### config.mk
export PLATFORM = sky130hd
export DESIGN_NAME = approx_error_monitor
export DESIGN_NICKNAME = d
export VERILOG_FILES = /design/src/rtl/approx_err_pkg.sv /design/src/rtl/approx_ed_calc.sv /design/src/rtl/approx_error_monitor.sv
export SDC_FILE = /design/constraint.sdc
export NUM_CORES = 1
export LEC_CHECK = 0
export ABC_AREA = 1
export CORE_AREA = 2 2 150 152
export DETAILED_ROUTE_END_ITERATION = 10
export DIE_AREA = 0 0 152 154
export PLACE_DENSITY = 0.75
export SKIP_CTS_REPAIR_TIMING = 1
export SLEW_MARGIN = 20
export SYNTH_ARGS = -nofsm -noshare
export SYNTH_HDL_FRONTEND = slang
export SYNTH_SLANG_ARGS = --single-unit
### constraint.sdc
create_clock -name clk -period 2.3 [get_ports clk]
set_clock_uncertainty 0.15 [all_clocks]
set_input_delay 0.23 -clock clk [delete_from_list [all_inputs] [get_ports clk]]
set_output_delay 0.23 -clock clk [all_outputs]
set_load 0.01 [all_outputs]
### src/rtl/approx_err_pkg.sv
// Shared FSM state type and default widths for the approximate-adder error monitor.
package approx_err_pkg;
   localparam int W_DEF     = 32;
   localparam int CNT_W_DEF = 16;

   typedef enum logic [1:0] {IDLE, RUN, DONE} state_t;
endpackage

### src/rtl/approx_ed_calc.sv
// Error distance |approx - exact|, computed one bit wider than the operands so it never wraps.
module approx_ed_calc #(
   parameter int W = 32
) (
   input  logic [W-1:0] approx_sum,
   input  logic [W-1:0] exact_sum,
   output logic [W:0]   ed
);
   logic signed [W:0] diff;

   // sign-extended subtract; the magnitude of a W+1-bit difference of W-bit values always fits W+1 unsigned bits
   assign diff = $signed({approx_sum[W-1], approx_sum}) - $signed({exact_sum[W-1], exact_sum});
   assign ed   = diff[W] ? $unsigned(-diff) : $unsigned(diff);
endmodule

### src/rtl/approx_error_monitor.sv
// Measures error count, summed error distance and peak error distance over a run of num_samples pairs.
// Define APPROX_ERR_MAX_TRACK_EN to build the max_ed tracker; otherwise max_ed is tied to 0.
module approx_error_monitor
   import approx_err_pkg::*;
#(
   parameter int W     = W_DEF,
   parameter int CNT_W = CNT_W_DEF
) (
   input  logic                 clk,
   input  logic                 rst,
   input  logic                 start,
   input  logic [CNT_W-1:0]     num_samples,
   input  logic                 in_valid,
   output logic                 in_ready,
   input  logic [W-1:0]         approx_sum,
   input  logic [W-1:0]         exact_sum,
   output logic                 busy,
   output logic                 done,
   output logic [CNT_W-1:0]     err_count,
   output logic [W+CNT_W:0]     ed_sum,
   output logic [W:0]           max_ed
);
   state_t           state;
   logic [CNT_W-1:0] remaining;
   logic [W:0]       ed;
   logic             accept;
   logic             launch;

   approx_ed_calc #(.W(W)) u_ed (
      .approx_sum (approx_sum),
      .exact_sum  (exact_sum),
      .ed         (ed)
   );

   assign in_ready = (state == RUN);
   assign busy     = (state == RUN);
   assign done     = (state == DONE);
   assign accept   = in_valid && (state == RUN);
   assign launch   = start && (state != RUN);

   always_ff @(posedge clk or posedge rst) begin
      if (rst) begin
         state     <= IDLE;
         remaining <= '0;
         err_count <= '0;
         ed_sum    <= '0;
      end else begin
         case (state)
            IDLE, DONE: begin
               if (start) begin
                  err_count <= '0;
                  ed_sum    <= '0;
                  remaining <= num_samples;
                  state     <= (num_samples != '0) ? RUN : DONE;
               end
            end
            RUN: begin
               if (accept) begin
                  if (approx_sum != exact_sum) err_count <= err_count + 1'b1;
                  ed_sum    <= ed_sum + {{CNT_W{1'b0}}, ed};
                  remaining <= remaining - 1'b1;
                  // last pair: results and done land on the same edge
                  if (remaining == CNT_W'(1)) state <= DONE;
               end
            end
            default: state <= IDLE;
         endcase
      end
   end

`ifdef APPROX_ERR_MAX_TRACK_EN
   always_ff @(posedge clk or posedge rst) begin
      if (rst)
         max_ed <= '0;
      else if (launch)
         max_ed <= '0;
      else if (accept && (ed > max_ed))
         max_ed <= ed;
   end
`else
   assign max_ed = '0;
`endif
endmodule

=== Yosys cells after proc, flatten, opt, wreduce, memory -nomap -nowiden ===
Index checks and enable logic that the tools add are counted.

* Add/subtract/negate cells: 5
* Equality and inequality tests: 8
* Multiplexer cells: 16
* Reductions and logical operators: 8

{| class="wikitable"
|+ Operators with widths
! kind !! count
|-
| 2-to-1 mux 49 bit || 2
|-
| one-hot mux 49 bit (2 select lines) || 1
|-
| 2-to-1 mux 16 bit || 5
|-
| one-hot mux 16 bit (2 select lines) || 2
|-
| adder 49 x 33 -> 49 bit || 1
|-
| 2-to-1 mux 33 bit || 1
|-
| negation 33 bit || 1
|-
| subtractor 32 x 32 -> 33 bit || 1
|-
| != test 32 bit || 1
|-
| adder 16 x 1 -> 16 bit (second input constant) || 1
|-
| == test 16 x 1 -> 1 bit (second input constant) || 1
|-
| nonzero test 16 bit || 1
|-
| subtractor 16 x 1 -> 16 bit (second input constant) || 1
|-
| 2-to-1 mux 2 bit || 4
|-
| != test 2 x 1 -> 1 bit (second input constant) || 3
|-
| AND reduction 3 bit || 2
|-
| one-hot mux 2 bit (2 select lines) || 1
|-
| AND reduction 4 bit || 1
|-
| == test 2 x 1 -> 1 bit (second input constant) || 1
|-
| == test 2 bit (second input constant) || 1
|-
| zero test 2 bit || 1
|-
| != test 2 bit (second input constant) || 1
|-
| nonzero test 2 bit || 1
|-
| OR reduction 2 bit || 1
|-
| logical AND 1 bit || 1
|}

* Register bits after elaboration: 83
* Input bits: 84
* Output and inout bits: 101
* Word-level logic and storage cells: 41

=== Longest topological paths before layout ===
* Word-level depth: 6
* Depth in mapped cells: 35
* Gate-level depth less buffers: 34

=== Cells and area by module ===
From an unflattened synthesis, not the netlist that was laid out.

* Cell total of the unflattened synthesis: 2065
* Area total of the unflattened synthesis: 11705.0 um^2

{| class="wikitable"
|+ By module, submodules not included
! module !! times used !! cells each !! area an instance (um^2) !! sequential area each (um^2)
|-
| approx_error_monitor || 1 || 1251 || 7732.4 || 2077.0
|-
| approx_ed_calc || 1 || 814 || 3972.6 || 0.0
|}

=== Worst setup path after synthesis ===
No wires, ideal clock.

* Path kind: input-to-reg
* Start: input port approx_sum[0]
* End: register ed_sum[40]
* Setup time: 119 ps
* Data arrival time: 3720 ps
* Data required time: 2031 ps
* Setup slack: -1689 ps
* Cell stages on the path: 33
* Buffers on the path: 1
* Cells stage by stage: inv_1 ha_1 fa_1 inv_1 nand2_4 nand2_2 nand3_2 nand2_2 nand2_2 nand2_2 nand2_1 nand2_2 nand2_1 o21ai_2 buf_4 nand2_1 o21ai_0 inv_1 fa_1 inv_1 nand3_1 nand2_1 a21oi_1 o21ai_1 nand2_1 nand2_1 nand2_1 nand2_1 nand2_1 nand2_1 nand3_1 nand2_1 nor2_1

* Word-level cells in the longest chain between the ends: 6

{| class="wikitable"
|+ RTL lines
! what !! RTL line !! text
|-
| start: declaration || approx_error_monitor.sv:15 || <nowiki>input logic [W-1:0] approx_sum,</nowiki>
|-
| subtractor 32 x 32 -> 33 bit * || approx_ed_calc.sv:12 || <nowiki>assign diff = $signed({approx_sum[W-1], approx_sum}) - $signed({exact_sum[W-1], exact_sum});</nowiki>
|-
| negation 33 bit || approx_ed_calc.sv:13 || <nowiki>assign ed = diff[W] ? $unsigned(-diff) : $unsigned(diff);</nowiki>
|-
| 2-to-1 mux 33 bit * || approx_ed_calc.sv:13 ||
|-
| adder 49 x 33 -> 49 bit * || approx_error_monitor.sv:60 || <nowiki>ed_sum <= ed_sum + {{CNT_W{1'b0}}, ed};</nowiki>
|-
| 2-to-1 mux 49 bit * || approx_error_monitor.sv:58 || <nowiki>if (accept) begin</nowiki>
|-
| one-hot mux 49 bit (2 select lines) * || approx_error_monitor.sv:48 || <nowiki>case (state)</nowiki>
|-
| end signal: assignment || approx_error_monitor.sv:60 ||
|-
| end: declaration || approx_error_monitor.sv:20 || <nowiki>output logic [W+CNT_W:0] ed_sum,</nowiki>
|}

Every way passes the cells marked *; elsewhere a longest branch is shown, timed or not. The select of a mux whose other input is x is not followed.
A chain may end at the register's enable or synchronous reset.

=== Worst setup path after layout ===
* Start: input port approx_sum[0]
* End: register ed_sum[44]

Same word-level chain as after synthesis.

==> impl_metrics.csv <==
group,metric,value,unit
yosys,synth_top_area_share,20.23,%
timing,max_freq,0.2330,GHz
worst_setup_path,endpoint_kind,"flip-flop",
yosys,ys_seq_area_share,19.68,%
placed_design,dp.cells,2533,
global_routing,grt_util_all_layers,30.35,%
floorplan,die_w,152,µm
placed_design,gp_congestion,0.9480,
drt,top_layer,"met4",
floorplan,core_area,21690,µm²
clock_tree,clock-root-buffer,"clkbuf_16",
timing,rsz0062_at_grt,"yes",
finish,num-nets-final,2482,
yosys,ys_ff_latch,83,
worst_setup_path,worstSetupPathType,"input port to flip-flop",
yosys,synth-async-reset-ratio,100.0,%
timing,hold_violations,0,
power,powerDensity,926.4,nW/µm²
timing,fin_ws,-1.993,ns
global_routing,grt_pass1_wl,59660,µm
status,failed_checks,"setup timing",
worst_setup_path,cp.required,2.41,ns
drt,drcViolationCount,0,
power,power,17.57,mW
placed_design,dp_slack,-2.685,ns
finish,drive_gt1_share,45.75,%
yosys,ys.flop_type,"dfrtp_1",
placed_design,place_hpwl,29480,µm
power,ir_drop,0.9560,mV
worst_setup_path,cpMaxStageDelayCell,"fa_2",
worst_setup_path,cp-start-kind,"input port",
finish,antennaDiodeCount,0,
finish,syn_to_final_growth,79.67,%
yosys,synthTopCellsByCount,"569 x nand2_1, 296 x inv_1, 184 x nor2_1",
timing,min_period,4.293,ns
floorplan,dieArea,23410,µm²
timing,slew_violations,0,
clock_tree,cts_max_level,3,
clock_tree,insertion_delay,0.36,ns
drt,drtPass1Iterations,8,
worst_setup_path,reg2reg_slack,-0.27,ns
yosys,synthCells,1796,
drt,route.met3.wl,5240,µm
floorplan,io_pins,185,
drt,post_drt_wl_per_cell,19.98,µm
global_routing,antenna_found_initial,0,
placed_design,io_buffers,151,
clock_tree,cts.sink_count,83,
worst_setup_path,path_max_fanout,3,
drt,drt-met1-wl,18780,µm
clock_tree,clockBufferDepth,2,
yosys,yosysWarnings,0,
worst_setup_path,max_stage_delay,0.61,ns
yosys,synth.most_common_cell,"nand2_1",
timing,tightest_slew,0.6494,ns
yosys,ys_types,50,
yosys,synth_area_leaders,"nand2_1 20%, dfrtp_1 20%, inv_1 11%",
floorplan,initial_utilization,48.67,%
drt,post_drt_via_cell_ratio,5.941,
run,drv_cap,0,
timing,finalSetupTns,-77.59,ns
timing,setup_viol,49,
global_routing,grt_pass1_vias,12670,
hold_path,hp-class,"input port to asynchronous set/reset pin",
drt,vias,15490,
floorplan,die_h,154,µm
finish,layout.cells.non_filler,2608,
drt,wl,52120,µm
global_routing,grt_overflow_total,0,
yosys,synth_edf_count,0,
drt,met2_length,24430,µm
yosys,synth_top_cell_by_area,"nand2_1",
power,leakage,9.640,nW
worst_setup_path,crit_arrival,4.40,ns
timing,slew_headroom,56.62,%
yosys,synth_area,10560,µm²
global_routing,grt_max_degree,42,
yosys,syn_avg_cell_area,5.878,µm²
clock_tree,cts_made_buffers,9,
drt,drtIter0Drc,1902,
floorplan,rows,54,
drt,drtAntennaViolNets,0,
status,outcome,"finished, violations left",
timing,min_period_over_period,186.6,%
clock_tree,clkTransAtPathRegs,0.08,ns
clock_tree,tritoncts,"done",
-- critical path: cells and delay by family --
| kind | cells | cell delay (ns) |
|---|---|---|
| adders and majority gates | 4 | 1.13 |
| and+or+nand+nor | 17 | 2.01 |
| buffers and inverters | 6 | 0.48 |
| xor gates and xnor gates | 2 | 0.41 |
| AOI/OAI and AO/OA | 1 | 0.14 |
-- final cells by class --
cell class	count	area (µm²)
clock buffer	9	225.2
clock inverter	7	96.34
fill	1046	2721
inverter	303	1172
multi-input combinational	1388	10230
sequential	83	2077
tap	280	350.3
timing repair buffer	538	4813
-- state kept, by name, indices dropped and copies added, names as in the netlist --
| register | flops |
|---|---|
| err_count | 16 |
| ed_sum | 49 |
| state | 2 |
| remaining | 16 |
-- report_power, final --
| group | leakage [nW] | switching (mW) | internal, mW |
|---|---|---|---|
| logic | 8.39 | 7.73 | 5.86 |
| clock network | 0.154 | 0.792 | 0.880 |
| registers | 1.09 | 0.458 | 1.85 |
-- cells in the final DEF (no fill, tap or decap), types with 61 or more instances in the layout --
cell type        count
nand2_2            159
inv_1              219
nand2_1            382
clkdlybuf4s50_1     85
nor2_1             105
buf_4              350
nand2_4             61
inv_2               76
dfrtp_1             83
dlymetal6s2s_1      64
nand3_1             88
-- routing by layer --
layer  vias up  GRT usage [%]
met2      1197          51.09
met5         -              0
met3       415          3.946
li1       6701              -
met1      7181          41.78
met4         0          6.587
-- stage by stage --
stage          utilization (%)  hold slack [ns]  area (µm²)
6_report                 87.45           0.1483       18970
5_1_grt                  87.45           0.1970       18970
4_1_cts                  71.15           0.1637       15430
3_5_place_dp             69.67           0.3282       15110
3_3_place_gp             69.67           0.3220       15110
2_1_floorplan                -           0.2129       11070
-- cell families after synthesis --
family                     synth area share (%)
adders and majority gates                 9.032
and+or+nand+nor                           41.34
AOI/OAI and AO/OA                         12.41
xor gates and xnor gates                  3.307
DFF                                       19.68
buffers and inverters                     14.20
other                                   0.03552
-- worst paths after layout --
kind | cells past startpoint | to | start
worst max-delay path | 30 | ed_sum[44] | approx_sum[0]
worst min-delay path | 2 | ed_sum[32] | rst
worst max register to register | 17 | ed_sum[40] | ed_sum[0]
worst min register to register | 1 | err_count[3] | err_count[3]
max in group asynchronous | 3 | state[1] | rst
min in group clk | 1 | err_count[3] | err_count[3]
Power figures use the tool's default switching activity.
